`src/rtl/btn_cond_pkg.sv`:
```
// Shared definitions for the push-button conditioner.
//   rpt_state_t : per-channel auto-repeat FSM state encoding (2 bits)
//   cnt_width() : counter width needed to hold values 0..n-1 (minimum 1 bit)
package btn_cond_pkg;

  typedef enum logic [1:0] {
    ST_IDLE   = 2'd0,  // button released
    ST_HOLD   = 2'd1,  // pressed, no auto-repeat
    ST_DELAY  = 2'd2,  // pressed, waiting for the first repeat
    ST_REPEAT = 2'd3   // pressed, repeating at the period rate
  } rpt_state_t;

  // Width of a counter that must reach n-1; never less than 1 bit.
  function automatic int cnt_width(input int n);
    return (n <= 2) ? 1 : $clog2(n);
  endfunction

endpackage

```
`src/rtl/btn_chan.sv`:
```
// One button channel: 2-flop synchroniser, counter debouncer, and an
// auto-repeat FSM that produces registered 1-cycle press/release pulses.
// Ports:
//   clock         in  system clock, rising edge
//   reset         in  asynchronous active-low reset
//   btn           in  raw asynchronous button level (1 = pressed)
//   rpt_en        in  auto-repeat enable for this channel
//   deb_level     out debounced button level
//   press_pulse   out 1-cycle pulse on accepted press and on each repeat
//   release_pulse out 1-cycle pulse on accepted release
module btn_chan
  import btn_cond_pkg::*;
#(
  parameter int DEB_CYCLES = 1_000_000,
  parameter int RPT_DELAY  = 50_000_000,
  parameter int RPT_PERIOD = 10_000_000
) (
  input  logic clock,
  input  logic reset,
  input  logic btn,
  input  logic rpt_en,
  output logic deb_level,
  output logic press_pulse,
  output logic release_pulse
);

  localparam int DW      = cnt_width(DEB_CYCLES);
  localparam int RPT_MAX = (RPT_DELAY > RPT_PERIOD) ? RPT_DELAY : RPT_PERIOD;
  localparam int RW      = cnt_width(RPT_MAX);

  localparam logic [DW-1:0] DEB_LAST    = DW'(DEB_CYCLES - 1);
  localparam logic [RW-1:0] DELAY_LAST  = RW'(RPT_DELAY - 1);
  localparam logic [RW-1:0] PERIOD_LAST = RW'(RPT_PERIOD - 1);

  logic [1:0]    sync_reg;
  logic          deb_level_reg;
  logic [DW-1:0] deb_cnt_reg;
  rpt_state_t    state_reg;
  logic [RW-1:0] rcnt_reg;
  logic          press_reg;
  logic          release_reg;

  logic s;
  assign s = sync_reg[1];

  // Two-flop synchroniser for the asynchronous button input.
  always_ff @(posedge clock or negedge reset) begin
    if (!reset) begin
      sync_reg <= 2'b00;
    end else begin
      sync_reg <= {sync_reg[0], btn};
    end
  end

  // Debouncer: the level is accepted only after DEB_CYCLES consecutive
  // cycles of disagreement; any agreement restarts the count.
  always_ff @(posedge clock or negedge reset) begin
    if (!reset) begin
      deb_level_reg <= 1'b0;
      deb_cnt_reg   <= '0;
    end else if (s == deb_level_reg) begin
      deb_cnt_reg <= '0;
    end else if (deb_cnt_reg == DEB_LAST) begin
      deb_level_reg <= ~deb_level_reg;
      deb_cnt_reg   <= '0;
    end else begin
      deb_cnt_reg <= deb_cnt_reg + DW'(1);
    end
  end

  // Repeat FSM. Edge detection falls out of the state: deb_level high while
  // IDLE is a fresh rise, deb_level low in any other state is a fresh fall.
  // A fall takes priority over a repeat due in the same cycle, and dropping
  // rpt_en takes priority over a due repeat.
  always_ff @(posedge clock or negedge reset) begin
    if (!reset) begin
      state_reg   <= ST_IDLE;
      rcnt_reg    <= '0;
      press_reg   <= 1'b0;
      release_reg <= 1'b0;
    end else begin
      press_reg   <= 1'b0;
      release_reg <= 1'b0;
      case (state_reg)
        ST_IDLE: begin
          rcnt_reg <= '0;
          if (deb_level_reg) begin
            press_reg <= 1'b1;
            state_reg <= rpt_en ? ST_DELAY : ST_HOLD;
          end
        end
        ST_HOLD: begin
          if (!deb_level_reg) begin
            release_reg <= 1'b1;
            state_reg   <= ST_IDLE;
          end
        end
        ST_DELAY: begin
          if (!deb_level_reg) begin
            release_reg <= 1'b1;
            state_reg   <= ST_IDLE;
          end else if (!rpt_en) begin
            state_reg <= ST_HOLD;
          end else if (rcnt_reg == DELAY_LAST) begin
            press_reg <= 1'b1;
            rcnt_reg  <= '0;
            state_reg <= ST_REPEAT;
          end else begin
            rcnt_reg <= rcnt_reg + RW'(1);
          end
        end
        ST_REPEAT: begin
          if (!deb_level_reg) begin
            release_reg <= 1'b1;
            state_reg   <= ST_IDLE;
          end else if (!rpt_en) begin
            state_reg <= ST_HOLD;
          end else if (rcnt_reg == PERIOD_LAST) begin
            press_reg <= 1'b1;
            rcnt_reg  <= '0;
          end else begin
            rcnt_reg <= rcnt_reg + RW'(1);
          end
        end
        default: state_reg <= ST_IDLE;
      endcase
    end
  end

  assign deb_level     = deb_level_reg;
  assign press_pulse   = press_reg;
  assign release_pulse = release_reg;

endmodule

```
`src/rtl/btn_conditioner.sv`:
```
// NCH-channel push-button front end: each channel is synchronised,
// debounced, edge-detected and optionally auto-repeated independently.
// Ports:
//   clock         in  system clock, rising edge
//   reset         in  asynchronous active-low reset
//   btn_in        in  [NCH] raw button levels, 1 = pressed
//   rpt_en        in  [NCH] per-channel auto-repeat enable
//   deb_level     out [NCH] debounced levels
//   press_pulse   out [NCH] press / repeat pulses
//   release_pulse out [NCH] release pulses
//   any_press     out OR of press_pulse
module btn_conditioner
  import btn_cond_pkg::*;
#(
  parameter int NCH        = 2,
  parameter int DEB_CYCLES = 1_000_000,
  parameter int RPT_DELAY  = 50_000_000,
  parameter int RPT_PERIOD = 10_000_000
) (
  input  logic           clock,
  input  logic           reset,
  input  logic [NCH-1:0] btn_in,
  input  logic [NCH-1:0] rpt_en,
  output logic [NCH-1:0] deb_level,
  output logic [NCH-1:0] press_pulse,
  output logic [NCH-1:0] release_pulse,
  output logic           any_press
);

  generate
    for (genvar gi = 0; gi < NCH; gi++) begin : g_chan
      btn_chan #(
        .DEB_CYCLES(DEB_CYCLES),
        .RPT_DELAY (RPT_DELAY),
        .RPT_PERIOD(RPT_PERIOD)
      ) u_chan (
        .clock        (clock),
        .reset        (reset),
        .btn          (btn_in[gi]),
        .rpt_en       (rpt_en[gi]),
        .deb_level    (deb_level[gi]),
        .press_pulse  (press_pulse[gi]),
        .release_pulse(release_pulse[gi])
      );
    end
  endgenerate

  // Per-channel pulses are registered, so the OR stays a clean 1-cycle pulse.
  assign any_press = |press_pulse;

endmodule
```
`config.mk`:
```
export PLATFORM = sky130hd
export DESIGN_NAME = btn_conditioner
export DESIGN_NICKNAME = d
export VERILOG_FILES = /design/src/rtl/btn_cond_pkg.sv /design/src/rtl/btn_chan.sv /design/src/rtl/btn_conditioner.sv
export SDC_FILE = /design/constraint.sdc
export NUM_CORES = 1
export LEC_CHECK = 0
export ABC_AREA = 1
export CAP_MARGIN = 15
export CELL_PAD_IN_SITES_DETAIL_PLACEMENT = 1
export CELL_PAD_IN_SITES_GLOBAL_PLACEMENT = 2
export CORE_MARGIN = 4
export CORE_UTILIZATION = 37
export CTS_BUF_LIST = sky130_fd_sc_hd__clkbuf_16
export DETAILED_ROUTE_END_ITERATION = 10
export PLACE_DENSITY_LB_ADDON = 0.1
export SYNTH_ARGS = -nofsm -noshare
export SYNTH_HDL_FRONTEND = slang
export SYNTH_SLANG_ARGS = --single-unit
```
`constraint.sdc`:
```
create_clock -name clock -period 1.8 [get_ports clock]
set_input_delay 0.27 -clock clock [delete_from_list [all_inputs] [get_ports clock]]
set_output_delay 0.27 -clock clock [all_outputs]
set_load 0.1 [all_outputs]
```
Word-level counts from Yosys, hierarchy flattened:

Index checks and enable logic that the tools add are counted.

* add/sub/neg operators: 4
* equality and inequality tests: 30
* multiplexer cells: 56
* bitwise gates (word level): 4
* reductions and logical operators: 13

Operator list (number)
* $mux W26: 12
* $pmux W26 S3: 2
* $mux W20: 4
* $add A26 B1 Y26 const B: 2
* $eq A26 B24 Y1 const B: 2
* $eq A26 B26 Y1 const B: 2
* $add A20 B1 Y20 const B: 2
* $eq A20 B20 Y1 const B: 2
* $mux W2: 16
* $mux W1: 18
* $pmux W2 S4: 2
* $ne A2 B1 Y1 const B: 6
* $ne A2 B2 Y1 const B: 6
* $reduce_and A5 Y1: 2
* $eq A2 B2 Y1 const B: 4
* $ne A4 B4 Y1 const B: 2
* $reduce_and A4 Y1: 2
* $ne A3 B3 Y1 const B: 2
* $pmux W1 S3: 2
* $reduce_bool A3 Y1: 2
* $reduce_or A3 Y1: 2
* $eq A2 B1 Y1 const B: 2
* $logic_not A2 Y1: 2
* $not A1 Y1: 4
* other kinds (3): 5

* register bits: 106
* input bits: 6
* output and inout bits: 7
* word-level logic and storage cells: 121

Logic depth before layout (Yosys ltp):

* depth in word-level cells: 5
* gate-level depth with buffers: 12
* depth with buffers taken out: 12

Hierarchy:

A second synthesis with hierarchy kept.

* cells, all modules: 896
* area total of the unflattened synthesis: 6522.5 sq um

Modules (own cells, without submodules)
* btn_chan (g_chan[0].u_chan): instances 1, cells an instance 444, area each 3295.7 sq um, seq. area each 1326.3 sq um
* btn_chan (g_chan[1].u_chan): instances 1, cells an instance 449, area each 3215.6 sq um, seq. area each 1326.3 sq um
* btn_conditioner: instances 1, cells an instance 3, area each 11.3 sq um, seq. area each 0.0 sq um

Worst setup path after synthesis:

No wires, ideal clock.

* path type: reg2reg
* from: register g_chan[1].u_chan.rcnt_reg[0]
* to: register g_chan[1].u_chan.rcnt_reg[13]
* library setup time: 113 ps
* arrival: 1482 ps
* required time: 1687 ps
* slack: 205 ps
* stages on the path, launching flop included: 12
* buffers on the path: 1
* clock period less this slack: 1595 ps
* cells stage by stage: dfrtp_1 ha_1 nand2_2 nor2_4 nand2_2 nor2_2 nand3_1 nand2_2 nand3_4 buf_6 nand2_1 inv_1

* word-level cells in the longest chain between the ends: 5
* elaborated cells between the ends (all ways): 10
* those cells by class: add/sub: 1; eq/ne: 2; mux: 7

RTL lines
* from (decl): line btn_chan.sv:39 `logic [RW-1:0] rcnt_reg;`
* from (signal assigned): line btn_chan.sv:109 `rcnt_reg <= rcnt_reg + RW'(1);`
* from (signal assigned): line btn_chan.sv:122 `rcnt_reg <= rcnt_reg + RW'(1);`
* $add A26 B1 Y26 (tied with other cells): line btn_chan.sv:109, btn_chan.sv:122
* $mux W26, on equally long branches: line btn_chan.sv:118, btn_chan.sv:104
* $mux W26, on equally long branches: line btn_chan.sv:116, btn_chan.sv:102
* $mux W26, on equally long branches: line btn_chan.sv:113, btn_chan.sv:99
* $pmux W26 S3 (*): line btn_chan.sv:84 `case (state_reg)`

Mark *: on every way between the ends. The rest lies on a longest branch, timed or not. The select of a mux whose other input is x is not followed.
A chain may end at the register's enable or synchronous reset.

Worst setup path after layout:

* from: register g_chan[1].u_chan.rcnt_reg[1]
* to: register g_chan[1].u_chan.rcnt_reg[20]

The elaborated chain is that of the path after synthesis.

==> run metrics <==
status completed; maximum fanout along the worst path 12; Worst-Margin Slew 0.361 ns; Synth Area in Adders 0.806%; die area 0.0189 mm²; Final HPWL DP 12.9 mm; Syn-to-layout area delta 21.3%; vias per cell 4.87; fmax 569 MHz; cell breakdown of the critical path ha_2 > nand2_4 > nor2_4 > nand2_2 > nor2_4 > nand3_2 > nand2_2 > nand3_4 > buf_12 > nand2_1 > inv_1; Slew Limit Fails 0; synth top area cells dfrtp_1 (43%), nand2_1 (12%), inv_1 (9.1%), nor2_1 (8.5%), nand3_1 (5.6%); DR vias 5637; mapped cell area 0.00621 mm²; Storage cell area 0.00265 mm²; register area share after synthesis 42.7%; setup TNS 0 ns; Detail Route Antenna Nets 0; critical path class reg -> reg; number of port buffers 12; first-pass GRT wire length 28.9 mm; worst skew pair latency 0.35 ns; minimum clock period 1.76 ns; Final period util 97.7%; leading register cell type out of synthesis dfrtp_1; critical path depth in cells 11; CP Buf/Inv Count 2; Worst Hold Depth 1; minimum hold slack 0.361 ns; Core Box Area 0.0165 mm²; Peak supply drop 0.000455 V; main combinational cell family by area after synthesis simple AND/OR/NAND/NOR gates; Top delay family on crit path simple AND/OR/NAND/NOR gates; mux contribution to synthesized area 0%; Synth Area in Compound Gates 4.69%; synth unique cells 37; Post-Layout Inst Area 0.00753 mm²; routed len/inst 14.6 µm; Worst Skew 0.00884 ns; FF-to-FF path depth 11; CTS buffer count 9; Post-DP Area 0.00693 mm²; layout cells sized above 1 17.1%; Yosys warning count 0; ys async rst share 100%; grt ovf 0; Std-Cell Rows 47; initial antenna violation count 0; Critical Path RT 2.05 ns; Power Total 4.60 mW; Synth Area in Simple Gates 36.3%; initial core utilization 37.6%; Hold Vio Cnt, Final 0; XOR/XNOR share of the synthesized area 4.65%; arrival time worst endpoint 2.01 ns; 1st-pass router iterations 4; Final nets 943; P per Cell Area 611 mW/mm²; Synth area leader dfrtp_1; syn nets 875; CTS root buffer clkbuf_16; RSZ-0062 raised after global routing yes; largest stage delay on the critical path 0.39 ns; CTS tree built; max reg flops 52; Setup Viol. Count Final 0; Die Width 138 µm; antenna cells 0; RePlAce Congestion 0.849; Residual DRC 0; number of global-route vias before repair 5951; commonest non-fill, non-tap cell in the layout nand2_1; most frequent cells in the layout nand2_1 (180), inv_1 (149), nor2_1 (131); largest net degree at the start of global routing 56; Hold Crit Class in -> reg; footprint of the multi-input gates 0.00306 mm²; flops & latches, synth 106; htree depth 3; CP startpoint kind flop; DR iter-0 viols 228; # clock sinks 106; Avg Inst Size Synth 7.18 µm²; die span in y 138 µm; worst slew margin relative to its limit 75.7%; Slowest-stage cell, CP dfrtp_1; Clock Pin Slew Worst Setup and Hold Paths 0.08 ns; Post-Syn Instances 865; Max-Cap Viols 0; drt total wl 16.9 mm; Yosys top cell area share 42.7%; number of flops mapped to enable cells by yosys 0; num ports 13; GRT Util Overall 19.1%; CP endpoint kind flop; clock buffer depth 2; P_leak 3.74 nW; fillers 2103
[worst paths after layout]
path / startpoint / endpoint / slack [ns]
max: g_chan[1].u_chan.rcnt_reg[1]$_DFFE_PN0P_ / g_chan[1].u_chan.rcnt_reg[20]$_DFFE_PN0P_ / 0.04
min: btn_in[0] / g_chan[0].u_chan.sync_reg[0]$_DFF_PN0_ / 0.36
max reg2reg: g_chan[1].u_chan.rcnt_reg[1]$_DFFE_PN0P_ / g_chan[1].u_chan.rcnt_reg[20]$_DFFE_PN0P_ / 0.04
min reg2reg: g_chan[0].u_chan.sync_reg[0]$_DFF_PN0_ / g_chan[0].u_chan.sync_reg[1]$_DFF_PN0_ / 0.36
max in group asynchronous: reset / g_chan[0].u_chan.deb_cnt_reg[7]$_DFF_PN0_ / 1.07
min in group asynchronous: reset / g_chan[1].u_chan.deb_cnt_reg[6]$_DFF_PN0_ / 0.46
[power by group]
group          switching, mW  total, mW  internal [mW]
logic                 0.0875      0.134         0.0470
registers             0.0112       2.41           2.39
clock network          0.968       2.06           1.09
[synth_stat cells (3+ instances only)]
| library cell | count |
|---|---|
| nand2_2 | 14 |
| nand3_2 | 3 |
| ha_1 | 4 |
| nor3b_1 | 3 |
| o211ai_1 | 3 |
| inv_2 | 4 |
| nor2_2 | 6 |
| nor2_1 | 141 |
| o21ai_1 | 3 |
| nand3b_1 | 4 |
| nand3_1 | 69 |
| or2_2 | 4 |
| xnor2_1 | 8 |
| dfrtp_1 | 106 |
| o21ai_0 | 25 |
| nor3_1 | 23 |
| inv_1 | 151 |
| xor2_1 | 25 |
| a31oi_1 | 3 |
| nand2_1 | 198 |
| buf_4 | 8 |
| a21oi_1 | 11 |
| nand4_1 | 28 |
| nor2_4 | 4 |
[what timing repair did]
item / CTS / global route
pin swaps: 0 / 16
hold buffers: 1 / 0
resized for setup: 1 / 59
buffers inserted: 1 / 12
hold endpoints to repair: 106 / 0
endpoints found under the setup margin: 17 / 64
[per-stage QoR]
stage	util (%)	std cells	setup WS [ns]
finish	45.6	1158	0.0411
global route	45.6	1158	-0.0553
CTS	43.9	1146	0.000239
detailed placement	41.9	1128	-0.136
global placement	41.9	1128	-0.129
floorplan	-	865	0.205
[metal layers]
metal	GRT usage (%)	part of all wire [%]	routed length, µm	vias to the layer above
met3	3.14	2.0	333	13
met2	33.3	51	8550	39
li1	-	-	-	2829
met1	24.8	46	7830	2756
met5	0	0	0	-
met4	4.55	1.1	194	0
[kinds of logic after synthesis]
logic type | count (synthesis)
compound gates | 52
xor+xnor | 33
fa+ha+maj | 4
buf+inv | 167
flops | 106
simple gates | 503
[layout make-up]
cell class,instances,area share [%]
clock buffers,9,2.99
clock inverters,7,1.03
inverters,155,7.77
multi-input cells,592,40.6
flip-flops and latches,106,35.2
well taps,220,3.65
repair buffers,69,8.74
Power figures use the tool's default switching activity.
